### config.mk
export PLATFORM = sky130hd
export DESIGN_NAME = mont_mult_param_flat
export DESIGN_NICKNAME = d
export VERILOG_FILES = /design/src/rtl/mont_mult_param_if.sv /design/src/rtl/mont_mult_param.sv /design/src/flat_wrapper.sv
export SDC_FILE = /design/constraint.sdc
export NUM_CORES = 2
export LEC_CHECK = 0
export BUFFER_PORTS_ARGS = -buffer_cell sky130_fd_sc_hd__buf_2
export CORE_MARGIN = 2
export CORE_UTILIZATION = 25
export CTS_BUF_LIST = sky130_fd_sc_hd__clkbuf_4
export CTS_CLUSTER_SIZE = 40
export DETAILED_ROUTE_END_ITERATION = 10
export PLACE_DENSITY = 0.48
export SLEW_MARGIN = 30
export SYNTH_ARGS = -nofsm -noshare
export SYNTH_HDL_FRONTEND = slang
export SYNTH_SLANG_ARGS = --single-unit
### constraint.sdc
create_clock -name clk -period 17.05 [get_ports clk]
set_input_delay 0 -clock clk [delete_from_list [all_inputs] [get_ports clk]]
set_output_delay 0 -clock clk [all_outputs]
set_load 0.05 [all_outputs]
### src/rtl/mont_mult_param_if.sv
// Operand/result bundle for the bit-serial Montgomery multiplier.
// master drives the request side, slave is the multiplier.
interface mont_mult_param_if #(
    parameter int WIDTH = 192
);
    logic             start;
    logic [WIDTH-1:0] x;
    logic [WIDTH-1:0] y;
    logic [WIDTH-1:0] m;
    logic [WIDTH-1:0] z;
    logic             done;
    logic             busy;
    logic             err;

    modport master (
        output start, x, y, m,
        input  z, done, busy, err
    );

    modport slave (
        input  start, x, y, m,
        output z, done, busy, err
    );
endinterface

### src/rtl/mont_mult_param.sv
// Radix-2 bit-serial Montgomery multiplier: z = x*y*2^(-WIDTH) mod m, odd m.
// One iteration per clock; fixed latency of WIDTH+2 cycles from start to done.
module mont_mult_param #(
    parameter int WIDTH = 192,
    parameter int CNT_W = $clog2(WIDTH + 1)
) (
    input logic              clk,
    input logic              reset,
    mont_mult_param_if.slave bus
);

    typedef enum logic [1:0] {
        IDLE,
        ITER,
        SUB,
        FIN
    } state_t;

    state_t           state;
    logic [WIDTH-1:0] x_sh;
    logic [WIDTH-1:0] y_reg;
    logic [WIDTH-1:0] m_reg;
    logic [WIDTH+1:0] s;
    logic [CNT_W-1:0] cnt;
    logic             err_pend;

    logic [WIDTH-1:0] z_r;
    logic             done_r;
    logic             busy_r;
    logic             err_r;

    logic [WIDTH+1:0] t_add;
    logic [WIDTH+1:0] t_red;
    logic [WIDTH+1:0] s_diff;
    logic [WIDTH+1:0] m_ext;

    assign bus.z    = z_r;
    assign bus.done = done_r;
    assign bus.busy = busy_r;
    assign bus.err  = err_r;

    // x is shifted out LSB-first so iteration i always looks at x_sh[0].
    always_comb begin
        m_ext  = {2'b00, m_reg};
        t_add  = s + (x_sh[0] ? {2'b00, y_reg} : '0);
        t_red  = t_add[0] ? (t_add + m_ext) : t_add;
        s_diff = s - m_ext;
    end

    always_ff @(posedge clk) begin
        if (reset) begin
            state    <= IDLE;
            x_sh     <= '0;
            y_reg    <= '0;
            m_reg    <= '0;
            s        <= '0;
            cnt      <= '0;
            err_pend <= 1'b0;
            z_r      <= '0;
            done_r   <= 1'b0;
            busy_r   <= 1'b0;
            err_r    <= 1'b0;
        end else begin
            done_r <= 1'b0;
            err_r  <= 1'b0;
            case (state)
                IDLE: begin
                    if (bus.start) begin
                        x_sh     <= bus.x;
                        y_reg    <= bus.y;
                        m_reg    <= bus.m;
                        s        <= '0;
                        cnt      <= '0;
                        busy_r   <= 1'b1;
                        err_pend <= ~bus.m[0];
                        // Even modulus borrows the SUB slot so done/err are
                        // registered on entry to FIN, giving the 2-cycle path.
                        state    <= bus.m[0] ? ITER : SUB;
                    end
                end

                ITER: begin
                    s    <= t_red >> 1;
                    x_sh <= x_sh >> 1;
                    cnt  <= cnt + 1'b1;
                    if (cnt == CNT_W'(WIDTH - 1)) begin
                        state <= SUB;
                    end
                end

                SUB: begin
                    if (err_pend) begin
                        z_r <= '0;
                    end else if (s >= m_ext) begin
                        z_r <= s_diff[WIDTH-1:0];
                    end else begin
                        z_r <= s[WIDTH-1:0];
                    end
                    done_r <= 1'b1;
                    err_r  <= err_pend;
                    busy_r <= 1'b0;
                    state  <= FIN;
                end

                FIN: begin
                    err_pend <= 1'b0;
                    state    <= IDLE;
                end

                default: state <= IDLE;
            endcase
        end
    end

endmodule

### src/flat_wrapper.sv
// flat-port wrapper written by rule: the top's interface ports become plain ports
module mont_mult_param_flat 
#(
    parameter int WIDTH = 192,
    parameter int CNT_W = $clog2(WIDTH + 1)
)
  (clk, reset, bus_start, bus_x, bus_y, bus_m, bus_z, bus_done, bus_busy, bus_err);
  mont_mult_param_if #(.WIDTH(WIDTH)) bus_i ();
  input logic clk;
  input logic reset;
  input wire logic [$bits(bus_i.start)-1:0] bus_start;
  input wire logic [$bits(bus_i.x)-1:0] bus_x;
  input wire logic [$bits(bus_i.y)-1:0] bus_y;
  input wire logic [$bits(bus_i.m)-1:0] bus_m;
  output wire logic [$bits(bus_i.z)-1:0] bus_z;
  output wire logic [$bits(bus_i.done)-1:0] bus_done;
  output wire logic [$bits(bus_i.busy)-1:0] bus_busy;
  output wire logic [$bits(bus_i.err)-1:0] bus_err;
  assign bus_i.start = bus_start;
  assign bus_i.x = bus_x;
  assign bus_i.y = bus_y;
  assign bus_i.m = bus_m;
  assign bus_z = bus_i.z;
  assign bus_done = bus_i.done;
  assign bus_busy = bus_i.busy;
  assign bus_err = bus_i.err;
  mont_mult_param #(.WIDTH(WIDTH), .CNT_W(CNT_W)) u_core (.clk(clk), .reset(reset), .bus(bus_i));
endmodule
; ---- Word level (Yosys, flattened, before mapping)
; Cells that the tools add are included.
[classes]
div_mod_pow = 0
bitwise = 2
order_cmp = 1
multipliers = 0
n_eq_ne = 6
n_addsub = 4
n_mux = 19
shift = 0
n_reduce_logical = 10
[ops]
columns = operator, n
row1 = 2-to-1 mux 192 bit, 4
row2 = adder 194 x 192 -> 194 bit, 2
row3 = 2-to-1 mux 194 bit, 2
row4 = case mux 194 bit (2 select lines), 1
row5 = case mux 192 bit (2 select lines), 1
row6 = greater-or-equal comparator 194 x 192 -> 1 bit, 1
row7 = subtractor 192 bit, 1
row8 = case mux 8 bit (2 select lines), 1
row9 = AND reduction 2 bit, 5
row10 = "adder 8 x 1 -> 8 bit, second input constant", 1
row11 = "== test 8 bit, second input constant", 1
row12 = 2-to-1 mux 8 bit, 1
row13 = case mux 2 bit (4 select lines), 1
row14 = 2-to-1 mux 2 bit, 3
row15 = nonzero test 2 bit, 3
row16 = "== test 2 bit, second input constant", 2
row17 = case mux 1 bit (2 select lines), 2
row18 = 2-to-1 mux 1 bit, 3
row19 = "== test 2 x 1 -> 1 bit, second input constant", 1
row20 = zero test 2 bit, 1
row21 = "inequality test 2 x 1 -> 1 bit, second input constant", 1
row22 = "inequality test 2 bit, second input constant", 1
row23 = NOT 1 bit, 2
row24 = OR reduction 2 bit, 1
[word_totals]
register_bits = 976
out_inout_bits = 195
latchBits = 0
romBits = 0
ram_bits = 0
n_memories = 0

; ---- Logic depth before layout (Yosys ltp)
[logic_depth]
ltp_word = 5
depth_mapped = 36
mapped_depth_nobuf = 33

; ---- Least setup slack after synthesis
; OpenSTA, ideal clock, no wires.
[synth_path]
kind = reg2reg
from = reg u_core.x_sh[0]
to = reg u_core.s[192]
stages_incl_launch_ff = 35
setup_ps = 122
path_slack_ps = 9759
t_arrival_ps = 7169
t_required_ps = 16928
path_cell_list = dfxtp_1 -> clkbuf_1 -> clkbuf_1 -> and2_1 -> ha_1 -> inv_1 -> fa_1 -> nand2b_1 -> a21o_1 -> a2111o_1 -> a31oi_1 -> a211oi_1 -> nor3_1 -> nor2_1 -> o31ai_1 -> a21boi_1 -> o21ai_0 -> a21bo_2 -> nor3b_2 -> nor2_1 -> xnor2_1 -> ha_1 -> clkbuf_1 -> a21o_1 -> a21o_1 -> a21oi_1 -> a21boi_0 -> o21ai_0 -> a221o_1 -> a31oi_1 -> o21ai_1 -> a21o_1 -> a311oi_1 -> nor4_1 -> a311o_1
[synth_between]
elab_chain_len = 5
[synth_lines]
columns = item, line
row1 = "start, declared", mont_mult_param.sv:20  ; logic [WIDTH-1:0] x_sh;
row2 = "start signal, assigned", mont_mult_param.sv:69  ; x_sh <= bus.x;
row3 = "start signal, assigned", mont_mult_param.sv:84  ; x_sh <= x_sh >> 1;
row4 = 2-to-1 mux 192 bit *, mont_mult_param.sv:45  ; t_add = s + (x_sh[0] ? {2'b00, y_reg} : '0);
row5 = adder 194 x 192 -> 194 bit *, mont_mult_param.sv:45
row6 = adder 194 x 192 -> 194 bit, mont_mult_param.sv:46  ; t_red = t_add[0] ? (t_add + m_ext) : t_add;
row7 = 2-to-1 mux 194 bit *, mont_mult_param.sv:46
row8 = case mux 194 bit (2 select lines) *, mont_mult_param.sv:66  ; case (state)
row9 = "end signal, assigned", mont_mult_param.sv:83  ; s <= t_red >> 1;
row10 = "end, declared", mont_mult_param.sv:23  ; logic [WIDTH+1:0] s;
; Mark *: on every way between the ends. The rest lies on a longest branch, timed or not.
; A chain may end at the register's enable or synchronous reset.

; ---- Worst setup path in the final report
[layout_path]
from = reg u_core.x_sh[0]
to = reg u_core.s[169]
; The elaborated chain is that of the path after synthesis.

==> results.cfg <==
[finish]
layout_commonest_cell = dlygate4sd3_1
drive_gt1_frac = 0.106
final_cell_mix = 1934 x dlygate4sd3_1, 1768 x nand2_1, 1595 x a21oi_1
largest_reg_flops = 193
syn_to_final_growth_pct = 39.2
largest-register = u_core.s
nets = 14700

[timing]
worst_pin_slew_ps = 1180
finalSetupTns_ps = 0
timing.hold.ws_ps = 167
timing.final.crit_share = 0.594
max_freq_ghz = 0.0987
finalMaxSlewViolations = 0
setup_viol = 0
timing_hold_violations_final = 0
grt_setup_unrepaired = false
fin_skew_ps = 220
max_slew_margin = 0.216
final.min_clock_period_ps = 10130

[routing]
num_vias = 94400
drc_errors = 0
wl_per_cell_um = 24.7
viasPerCell = 5.28
ant_nets = 0
firstDrtPassIters = 9
drtIter0Drc = 8325
drt_wl_total_um = 443000

[synth]
ys_ff_latch = 975
yosys.area.top_type = dfxtp_1
syn-num-nets = 12300
netlist_area_mm2 = 0.0774
synth_cell_types = 108
syn_inst = 11200
yosysSeqAreaShare = 0.252
synthTopCellsByArea = dfxtp_1 25%, a21oi_1 10%, ha_1 9.4%
ys.flop_type = dfxtp_1
synth.avg_cell_area_um2 = 6.94
yosys_warnings = 0
synth_edf_count = 0
async_flop_share = 0
synth_top_area_frac = 0.252

[global_routing]
grt_max_degree = 192
met1_usage = 0.353
grt_pass1_vias = 92900
grt.overflow.total = 0
use_met3 = 0.0449
antenna_found_initial = 51
grt_busiest_layer = met2
grt.total_usage = 0.269
grt_pass1_wl_um = 634000
use_met2 = 0.424

[clocking]
cts_buffers = 306
cts_sinks = 975
cts_tree = yes
root_buffer = clkbuf_4
htreeDepth = 5
cts_buffer_depth = 4
clk_latency_ps = 1430
postCtsResizedCells = 0
path_clk_slew_ps = 70
post_cts_buffers = 0

[floorplanning]
fp.dieH_um = 561
fp.dieW_um = 561
num_rows = 204
core_mm2 = 0.309
die_area_mm2 = 0.314
initial_core_util = 0.251
boundaryPins = 774

[worst_setup_path]
worst-path-buf-inv = 0
arrival_ps = 11360
r2r_slack_ps = 6920
cpMostUsedCell = nor2_1
setup.worst_path.start = u_core.x_sh[0]
start_kind = flop
r2r_start = u_core.x_sh[0]
rr_worst_depth = 27
r2r-end = u_core.s[169]
cp-end-kind = flop
crit_family = compound AO/OA/AOI/OAI gates
slowest_stage = a21oi_1
cpPeakStageDelay_ps = 820
crit_type = flop to flop
worst-path-max-fanout = 70
cp_data_required_time_ps = 18270

[power_and_ir_drop]
intPower_mw = 5.95
comb_power_share = 0.488
vdd_drop_max_mv = 0.115
power_density_mw_per_mm2 = 103
leakage_nw = 45.3
swShare = 0.464
clock_power_share = 0.222
seqPwrFrac = 0.290
p_sw_mw = 5.14

[placed_design]
dp_hpwl_um = 344000
gp_congestion = 1.00
port_buffers = 773

[run]
drv_cap = 0

[min_path]
hold_depth = 5
hold_path.class = input pin to flop
holdPathEnd = u_core.x_sh[4]
holdCritStartpoint = bus_x[4]

[run_status]
status = finished clean
## power groups by stage
stage	clock, mW	sequential [mW]	combinational [mW]
floorplan	0	2.95	3.00
global placement	0	3.23	4.45
detailed placement	0	3.23	4.44
CTS	2.55	3.18	5.26
global route	2.67	3.22	5.84
finish	2.46	3.22	5.42
## routing by layer
metal | share of wire | vias to the layer above | wire (um)
met2 | 0.44 | 3764 | 193000
met5 | 0.00039 | - | 174
met1 | 0.44 | 45100 | 194000
met4 | 0.056 | 30 | 24700
li1 | - | 44700 | -
met3 | 0.069 | 849 | 30500
## cell type report
cell class / count / area, um2
antenna: 35 / 87.6
clock buffer: 428 / 3210
clock inverter: 88 / 554
fill: 32900 / 201000
inverter: 404 / 1520
multi-input combinational: 9051 / 53700
sequential: 975 / 19500
tap: 4120 / 5150
timing repair buffer: 2801 / 24000
## per-stage QoR
step,total power [mW],util,setup slack [ps],instance area [um2],std cells
3_5_place_dp,7.67,0.274,7270,84500,15400
5_1_grt,11.7,0.349,6530,108000,17900
6_report,11.1,0.349,6920,108000,17900
3_3_place_gp,7.68,0.274,7120,84500,15400
4_1_cts,11.0,0.349,7210,108000,17900
2_1_floorplan,5.95,-,9760,77400,11200
## worst min-delay path, delay by kind of cell
kind | cells | cell delay (ps)
buffers and inverters | 3 | 1140
AND/OR/NAND/NOR | 2 | 290
## worst max path at each step
| stage | cells past startpoint | slack, ps | endpoint |
|---|---|---|---|
| finish | 27 | 6920 | u_core.s[169] |
| global route | 29 | 6530 | u_core.s[190] |
| CTS | 30 | 7210 | u_core.s[182] |
| detailed placement | 30 | 7270 | u_core.s[182] |
| global placement | 27 | 7120 | u_core.s[161] |
| floorplan | 34 | 9760 | u_core.s[192] |
## kinds of logic after synthesis
group | share of synthesized area
DFF | 0.252
adders and majority gates | 0.0945
xor gates and xnor gates | 0.0633
muxes | 0.00900
buffers and inverters | 0.0566
and+or+nand+nor | 0.239
AOI/OAI and AO/OA | 0.286
## Yosys cell counts (216+ instances only)
cell type	count
inv_1	404
and2_1	216
clkbuf_1	633
nand4_1	341
nor2_1	1035
xnor2_1	332
o21ai_0	757
nand2_1	1773
a21o_1	276
dfxtp_1	975
xor2_1	226
nor3_1	317
ha_1	580
a21oi_1	1597
## timing repair
action	4_1_cts	5_1_grt
hold buffers	1934	0
endpoints found under the hold margin	745	0
setup endpoints to repair	0	0
Note: power is estimated with default switching activity, not from simulation.
